## src/rtl/mmc_cmd_control_layer_write.sv

```systemverilog
// mmc_cmd_control_layer_write: SPI-mode MMC/SD CMD24/CMD25 block-write sequencer.
// Define MMC_WRITE_CRC16_EN to send a real CRC16 per block instead of 0xFF,0xFF.
module mmc_cmd_control_layer_write #(
    parameter int P_BUFF_DW = 32,
    parameter int P_BLOCK_BYTES = 512,
    parameter int P_RESP_POLL = 16,
    parameter int P_BUSY_POLL = 65535,
    localparam int AW = $clog2(P_BLOCK_BYTES * 8 / P_BUFF_DW)
) (
    input  logic                 iCLOCK,
    input  logic                 inRESET,
    input  logic                 iRESET_SYNC,
    input  logic                 iCMD_START,
    input  logic                 iCMD_MULTI,
    input  logic [31:0]          iCMD_ADDR,
    input  logic [15:0]          iCMD_BLOCKS,
    output logic                 oCMD_END,
    output logic                 oCMD_ERROR,
    output logic [2:0]           oCMD_ERRCODE,
    output logic [15:0]          oBUFF_BLK,
    output logic [AW-1:0]        oBUFF_ADDR,
    input  logic [P_BUFF_DW-1:0] iBUFF_DATA,
    output logic                 oMMC_REQ,
    input  logic                 iMMC_BUSY,
    output logic                 oMMC_CS,
    output logic [7:0]           oMMC_DATA,
    input  logic                 iMMC_VALID,
    input  logic [7:0]           iMMC_DATA
);
    localparam int LANES = P_BUFF_DW / 8;
    localparam int BB = $clog2(P_BLOCK_BYTES);
    localparam logic [15:0] RESP_LIM = 16'(P_RESP_POLL);
    localparam logic [15:0] BUSY_LIM = 16'(P_BUSY_POLL);
    localparam logic [15:0] LAST_BYTE = 16'(P_BLOCK_BYTES - 1);

    typedef enum logic [4:0] {
        IDLE, CMD, RESP_REQ, RESP_GET, GAP_REQ, GAP_GET, TOKEN, DATA, CRC,
        DRESP_REQ, DRESP_GET, BUSY_REQ, BUSY_GET, STOP, DUMMY_REQ, DUMMY_GET, END
    } state_t;

    state_t state;
    logic multi, stopSent, cs, acc;
    logic [31:0] addr;
    logic [15:0] blocks, blk, cnt, poll;
    logic [2:0] errCode;
    logic [BB-1:0] byteIdx;
    logic [1:0] lane;
    logic [7:0] cmdByte, dataByte, crcByte;

    assign byteIdx = cnt[BB-1:0];
    assign lane = 2'(byteIdx % LANES);
    assign oBUFF_ADDR = AW'(byteIdx / LANES);
    assign oBUFF_BLK = blk;
    assign dataByte = 8'(iBUFF_DATA >> {lane, 3'b000});
    assign cmdByte = cnt == 16'd0 ? {7'b0101100, multi} :
                     cnt == 16'd1 ? addr[31:24] :
                     cnt == 16'd2 ? addr[23:16] :
                     cnt == 16'd3 ? addr[15:8] :
                     cnt == 16'd4 ? addr[7:0] : 8'h01;
    assign oMMC_DATA = state == CMD   ? cmdByte :
                       state == TOKEN ? (multi ? 8'hFC : 8'hFE) :
                       state == DATA  ? dataByte :
                       state == CRC   ? crcByte :
                       state == STOP  ? 8'hFD : 8'hFF;
    assign oMMC_REQ = !iMMC_BUSY && (state inside {CMD, RESP_REQ, GAP_REQ, TOKEN, DATA, CRC,
                                                   DRESP_REQ, BUSY_REQ, STOP, DUMMY_REQ});
    assign acc = oMMC_REQ;
    assign oMMC_CS = cs;

`ifdef MMC_WRITE_CRC16_EN
    logic [15:0] crc;

    function automatic logic [15:0] crcNext(input logic [15:0] c, input logic [7:0] d);
        logic [15:0] r;
        r = c;
        for (int i = 7; i >= 0; i--)
            r = {r[14:0], 1'b0} ^ ((r[15] ^ d[i]) ? 16'h1021 : 16'h0000);
        return r;
    endfunction

    always_ff @(posedge iCLOCK or negedge inRESET)
        if (!inRESET) crc <= '0;
        else if (iRESET_SYNC || state == TOKEN) crc <= '0;
        else if (state == DATA && acc) crc <= crcNext(crc, dataByte);

    assign crcByte = cnt[0] ? crc[7:0] : crc[15:8];
`else
    assign crcByte = 8'hFF;
`endif

    // Data-phase failures of a multi-block write must still close the stream with a stop token.
    function automatic state_t errState(input logic [2:0] code);
        return (multi && !stopSent && code >= 3'd3) ? STOP : DUMMY_REQ;
    endfunction

    always_ff @(posedge iCLOCK or negedge inRESET) begin
        if (!inRESET) begin
            state <= IDLE; multi <= 1'b0; addr <= '0; blocks <= '0; blk <= '0;
            cnt <= '0; poll <= '0; stopSent <= 1'b0; errCode <= '0; cs <= 1'b1;
            oCMD_END <= 1'b0; oCMD_ERROR <= 1'b0; oCMD_ERRCODE <= '0;
        end else if (iRESET_SYNC) begin
            state <= IDLE; multi <= 1'b0; addr <= '0; blocks <= '0; blk <= '0;
            cnt <= '0; poll <= '0; stopSent <= 1'b0; errCode <= '0; cs <= 1'b1;
            oCMD_END <= 1'b0; oCMD_ERROR <= 1'b0; oCMD_ERRCODE <= '0;
        end else begin
            oCMD_END <= 1'b0;
            case (state)
                IDLE: if (iCMD_START) begin
                    multi <= iCMD_MULTI;
                    addr <= iCMD_ADDR;
                    blocks <= iCMD_BLOCKS == 16'd0 ? 16'd1 : iCMD_BLOCKS;
                    blk <= '0; cnt <= '0; poll <= '0; stopSent <= 1'b0; errCode <= '0;
                    oCMD_ERROR <= 1'b0; oCMD_ERRCODE <= '0; cs <= 1'b0;
                    state <= CMD;
                end
                CMD: if (acc) begin
                    cnt <= cnt == 16'd5 ? 16'd0 : cnt + 16'd1;
                    state <= cnt == 16'd5 ? RESP_REQ : CMD;
                end
                RESP_REQ: if (acc) begin
                    poll <= poll == 16'hFFFF ? poll : poll + 16'd1;
                    state <= RESP_GET;
                end
                RESP_GET: if (iMMC_VALID) begin
                    if (iMMC_DATA == 8'h00) state <= GAP_REQ;
                    else if (iMMC_DATA != 8'hFF) begin errCode <= 3'd2; state <= DUMMY_REQ; end
                    else if (poll >= RESP_LIM) begin errCode <= 3'd1; state <= DUMMY_REQ; end
                    else state <= RESP_REQ;
                end
                GAP_REQ: if (acc) state <= GAP_GET;
                GAP_GET: if (iMMC_VALID) begin
                    poll <= '0;
                    state <= stopSent ? BUSY_REQ : TOKEN;
                end
                TOKEN: if (acc) begin
                    cnt <= '0;
                    state <= DATA;
                end
                DATA: if (acc) begin
                    cnt <= cnt == LAST_BYTE ? 16'd0 : cnt + 16'd1;
                    state <= cnt == LAST_BYTE ? CRC : DATA;
                end
                CRC: if (acc) begin
                    cnt <= cnt == 16'd1 ? 16'd0 : cnt + 16'd1;
                    state <= cnt == 16'd1 ? DRESP_REQ : CRC;
                end
                DRESP_REQ: if (acc) state <= DRESP_GET;
                DRESP_GET: if (iMMC_VALID) begin
                    poll <= '0;
                    if (iMMC_DATA[4:0] == 5'h05) state <= BUSY_REQ;
                    else if (iMMC_DATA[4:0] == 5'h0B) begin errCode <= 3'd3; state <= errState(3'd3); end
                    else if (iMMC_DATA[4:0] == 5'h0D) begin errCode <= 3'd4; state <= errState(3'd4); end
                    else state <= DRESP_REQ;
                end
                BUSY_REQ: if (acc) begin
                    poll <= poll == 16'hFFFF ? poll : poll + 16'd1;
                    state <= BUSY_GET;
                end
                BUSY_GET: if (iMMC_VALID) begin
                    if (iMMC_DATA[0]) begin
                        if (stopSent || !multi) state <= DUMMY_REQ;
                        else if (blk != blocks - 16'd1) begin blk <= blk + 16'd1; state <= GAP_REQ; end
                        else state <= STOP;
                    end
                    else if (poll >= BUSY_LIM) begin errCode <= 3'd5; state <= errState(3'd5); end
                    else state <= BUSY_REQ;
                end
                STOP: if (acc) begin
                    stopSent <= 1'b1;
                    state <= errCode != 3'd0 ? DUMMY_REQ : GAP_REQ;
                end
                DUMMY_REQ: if (acc) state <= DUMMY_GET;
                DUMMY_GET: if (iMMC_VALID) begin
                    oCMD_END <= 1'b1;
                    oCMD_ERROR <= errCode != 3'd0;
                    oCMD_ERRCODE <= errCode;
                    cs <= 1'b1;
                    state <= END;
                end
                END: state <= IDLE;
                default: state <= IDLE;
            endcase
        end
    end
endmodule

```

## config.mk

```make
export PLATFORM = sky130hd
export DESIGN_NAME = mmc_cmd_control_layer_write
export DESIGN_NICKNAME = d
export VERILOG_FILES = /design/src/rtl/mmc_cmd_control_layer_write.sv
export SDC_FILE = /design/constraint.sdc
export NUM_CORES = 1
export LEC_CHECK = 0
export CORE_MARGIN = 2
export CORE_UTILIZATION = 58
export DETAILED_ROUTE_END_ITERATION = 16
export PLACE_DENSITY = 0.95
export SYNTH_ARGS = -nofsm -noshare
export SYNTH_HDL_FRONTEND = slang
export SYNTH_SLANG_ARGS = --single-unit
```

## constraint.sdc

```tcl
create_clock -name iCLOCK -period 6.1 [get_ports iCLOCK]
set_clock_uncertainty 0.2 [all_clocks]
set_input_delay 1.83 -clock iCLOCK [delete_from_list [all_inputs] [get_ports iCLOCK]]
set_output_delay 1.83 -clock iCLOCK [all_outputs]
set_load 0.05 [all_outputs]
```

==> impl_metrics.tcl <==
set metrics [dict create \
    yosysUniqueCellTypes 85 \
    end_kind "output pin" \
    clock_sinks 112 \
    cp_max_fo 1 \
    h-tree-depth 3 \
    slew_violations 0 \
    syn_area_per_cell_um2 8.30 \
    fin_nets 1092 \
    slowest_delay_ns 0.73 \
    ys_seq_area_share_pct 37.4 \
    cts_buffers 9 \
    max_slew.worst_pin.slew_ns 1.08 \
    fmax_ghz 0.171 \
    initial_core_util_pct 59.3 \
    synth_cells 902 \
    hold_class "reg2reg" \
    cpMostUsedCell "clkdlybuf4s50_1" \
    drv_cap 0 \
    setup_viol 0 \
    peakVddDrop_uv 251 \
    path_cells "clkdlybuf4s50_1 > mux4_2 > o2bb2ai_1 > o21ai_0 > clkdlybuf4s50_1" \
    fillers 999 \
    synth_edf_count 0 \
    required_ns 4.07 \
    synth_nets 1005 \
    ys_seq_elements 112 \
    synth_compound_area_share_pct 19.7 \
    num_io_pins 133 \
    crit_path_start_kind "input pin" \
    die_area_mm2 0.0138 \
    hp-start "oCMD_ERRCODE[0]$_DFFE_PN0P_" \
    r2r_start "blocks[0]$_DFFE_PN0P_" \
    powerDensity_mw_per_mm2 339 \
    coreArea_mm2 0.0126 \
    insertion_delay_ns 0.37 \
    clk_path_buf_depth 2 \
    grt_pass1_vias 7118 \
    muxShareOfSynthArea_pct 3.49 \
    post_cts_resized 0 \
    p_leak_nw 3.57 \
    antenna_found_initial 0 \
    wire_per_inst_um 18.7 \
    ys.flop_type "dfrtp_1" \
    num_antenna_cells 0 \
    finalPower_mw 3.07 \
    arrival_ns 3.82 \
    startpoint "iBUFF_DATA[25]" \
    route.antenna.remaining_nets 0 \
    detail_route.first_pass.iterations 6 \
    rows 41 \
    dp_hpwl_mm 15.2 \
    synth.cell_area_mm2 0.00749 \
    drtIter0Drc 837 \
    dp_slack_ns 0.279 \
    rsz0062_at_grt "false" \
    synth-adder-area-share_pct 1.34 \
    slew_headroom_pct 27.8 \
    root_buffer "clkbuf_16" \
    drive_gt1_share_pct 6.74 \
    async_flop_share_pct 100 \
    wl_mm 21.9 \
    hold_violations 0 \
    avgViaCountPerCell 6.40 \
    grt_max_degree 74 \
    track_usage_pct 31.5 \
    die_h_um 118 \
    whs_ns 0.325 \
    outcome "finished clean" \
    post-cts-setup-buffer-count 0 \
    min_period_over_period_pct 95.9 \
    setup_slack_ns 0.249 \
    ys_warn_count 0 \
    place_congestion 0.992 \
    overflow 0 \
    postCtsHoldBufs 0 \
    synthSimpleGateAreaFrac_pct 26.9 \
    vias 7459 \
    cts_tree "built" \
    synth-xor-area-share_pct 5.15 \
    cp_slowest_cell "clkdlybuf4s50_1" \
    io_buffers 132 \
    synth_top_family_by_area "simple AND/OR/NAND/NOR gates" \
    path_class "in2out" \
    drc 0 \
    syn_to_final_growth_pct 21.0 \
    finalCriticalPeriod_ns 5.85 \
    regToRegSetupSlack_ns 2.44 \
    grt_pass1_wl_mm 35.5 \
    die_w_um 118 \
    clk_pin_slew_worst_paths_ns 0.08 \
    fin_tns_setup_ns 0 \
]
## sequential cells by signal, summed over array words and instances, names as in the netlist
signal,cells
state,5
addr,32
oCMD_ERROR,1
oCMD_END,1
cnt,16
poll,16
errCode,3
blocks,16
multi,1
oMMC_CS,1
oCMD_ERRCODE,3
stopSent,1
oBUFF_BLK,16
## cell usage after synthesis (all sizes together) (10+ instances only)
cell / number / area share (%)
a21oi: 68 / 4.6
and3: 16 / 1.3
buf: 20 / 1.9
clkbuf: 44 / 2.3
dfrtp: 111 / 37
inv: 28 / 1.4
nand2: 143 / 7.2
nand3: 36 / 2.5
nor2: 83 / 4.2
nor3: 40 / 2.8
nor4: 22 / 1.9
o2111ai: 10 / 1.2
o21ai: 44 / 3.4
or3: 12 / 1.0
xnor2: 31 / 3.6
xor2: 13 / 1.5
## final cells by class
cell class	count	area, µm²	area share, %
sequential	112	2800	30.9
inverter	30	113	1.24
tap	172	215	2.37
multi-input combinational	694	4240	46.8
clock buffer	9	225	2.49
timing repair buffer	142	1390	15.3
clock inverter	7	77.6	0.856
## cells by family (layout without fill, tap and decap cells)
logic type      after synthesis  count (layout)
compound gates              215             215
xor+xnor                     44              44
fa+ha+maj                     8               8
buf+inv                      96             188
flops                       112             112
mux                          16              16
simple gates                411             411
## power breakdown
part	internal, mW	switching [mW]	total (mW)
clock	0.324	0.295	0.620
combinational	0.544	0.933	1.48
sequential	0.839	0.138	0.977
total	1.71	1.37	3.07
## placed cells by master (no fill, tap or decap), types with 9 or more instances in the layout
| cell | count |
|---|---|
| nand2_1 | 143 |
| clkdlybuf4s50_1 | 129 |
| dfrtp_1 | 111 |
| nor2_1 | 83 |
| a21oi_1 | 67 |
| nor3_1 | 39 |
| nand3_1 | 34 |
| o21ai_0 | 33 |
| xnor2_1 | 31 |
| inv_1 | 28 |
| nor4_1 | 21 |
| and3_1 | 15 |
| xor2_1 | 13 |
| or3_1 | 12 |
| buf_4 | 12 |
| o2111ai_1 | 10 |
| and2_1 | 9 |
| nand2b_1 | 9 |
| nand4_1 | 9 |
| o21ai_2 | 9 |
| clkbuf_16 | 9 |
## metal layers
layer,global-route usage (%),part of all wire (%),vias up
met5,0,0,-
met4,16.2,4.3,0
met3,4.41,7.1,68
met2,53.1,49,400
met1,39.7,39,3567
li1,-,-,3424
## worst paths after layout
check	endpoint	cells past startpoint
max in group asynchronous	addr[18]$_DFFE_PN0P_	2
min	oCMD_ERRCODE[0]$_DFFE_PN0P_	1
min in group asynchronous	oBUFF_BLK[4]$_DFFE_PN0P_	1
max reg2reg	state[0]$_DFFE_PN0P_	9
max	oMMC_DATA[1]	5
min reg2reg	oCMD_ERRCODE[0]$_DFFE_PN0P_	1
## per-stage QoR
| stage | instance area (µm²) | instances | utilization, % |
|---|---|---|---|
| global route | 9060 | 1166 | 71.8 |
| finish | 9060 | 1166 | 71.8 |
| floorplan | 7490 | 902 | - |
| detailed placement | 8760 | 1150 | 69.4 |
| global placement | 8760 | 1150 | 69.4 |
| CTS | 9060 | 1166 | 71.8 |
## critical path, delay by kind of cell
kind / cells / cell delay (ns)
buffers and inverters: 2 / 1.12
AO/OA/AOI/OAI: 2 / 0.37
multiplexers: 1 / 0.49
Power figures use the tool's default switching activity.
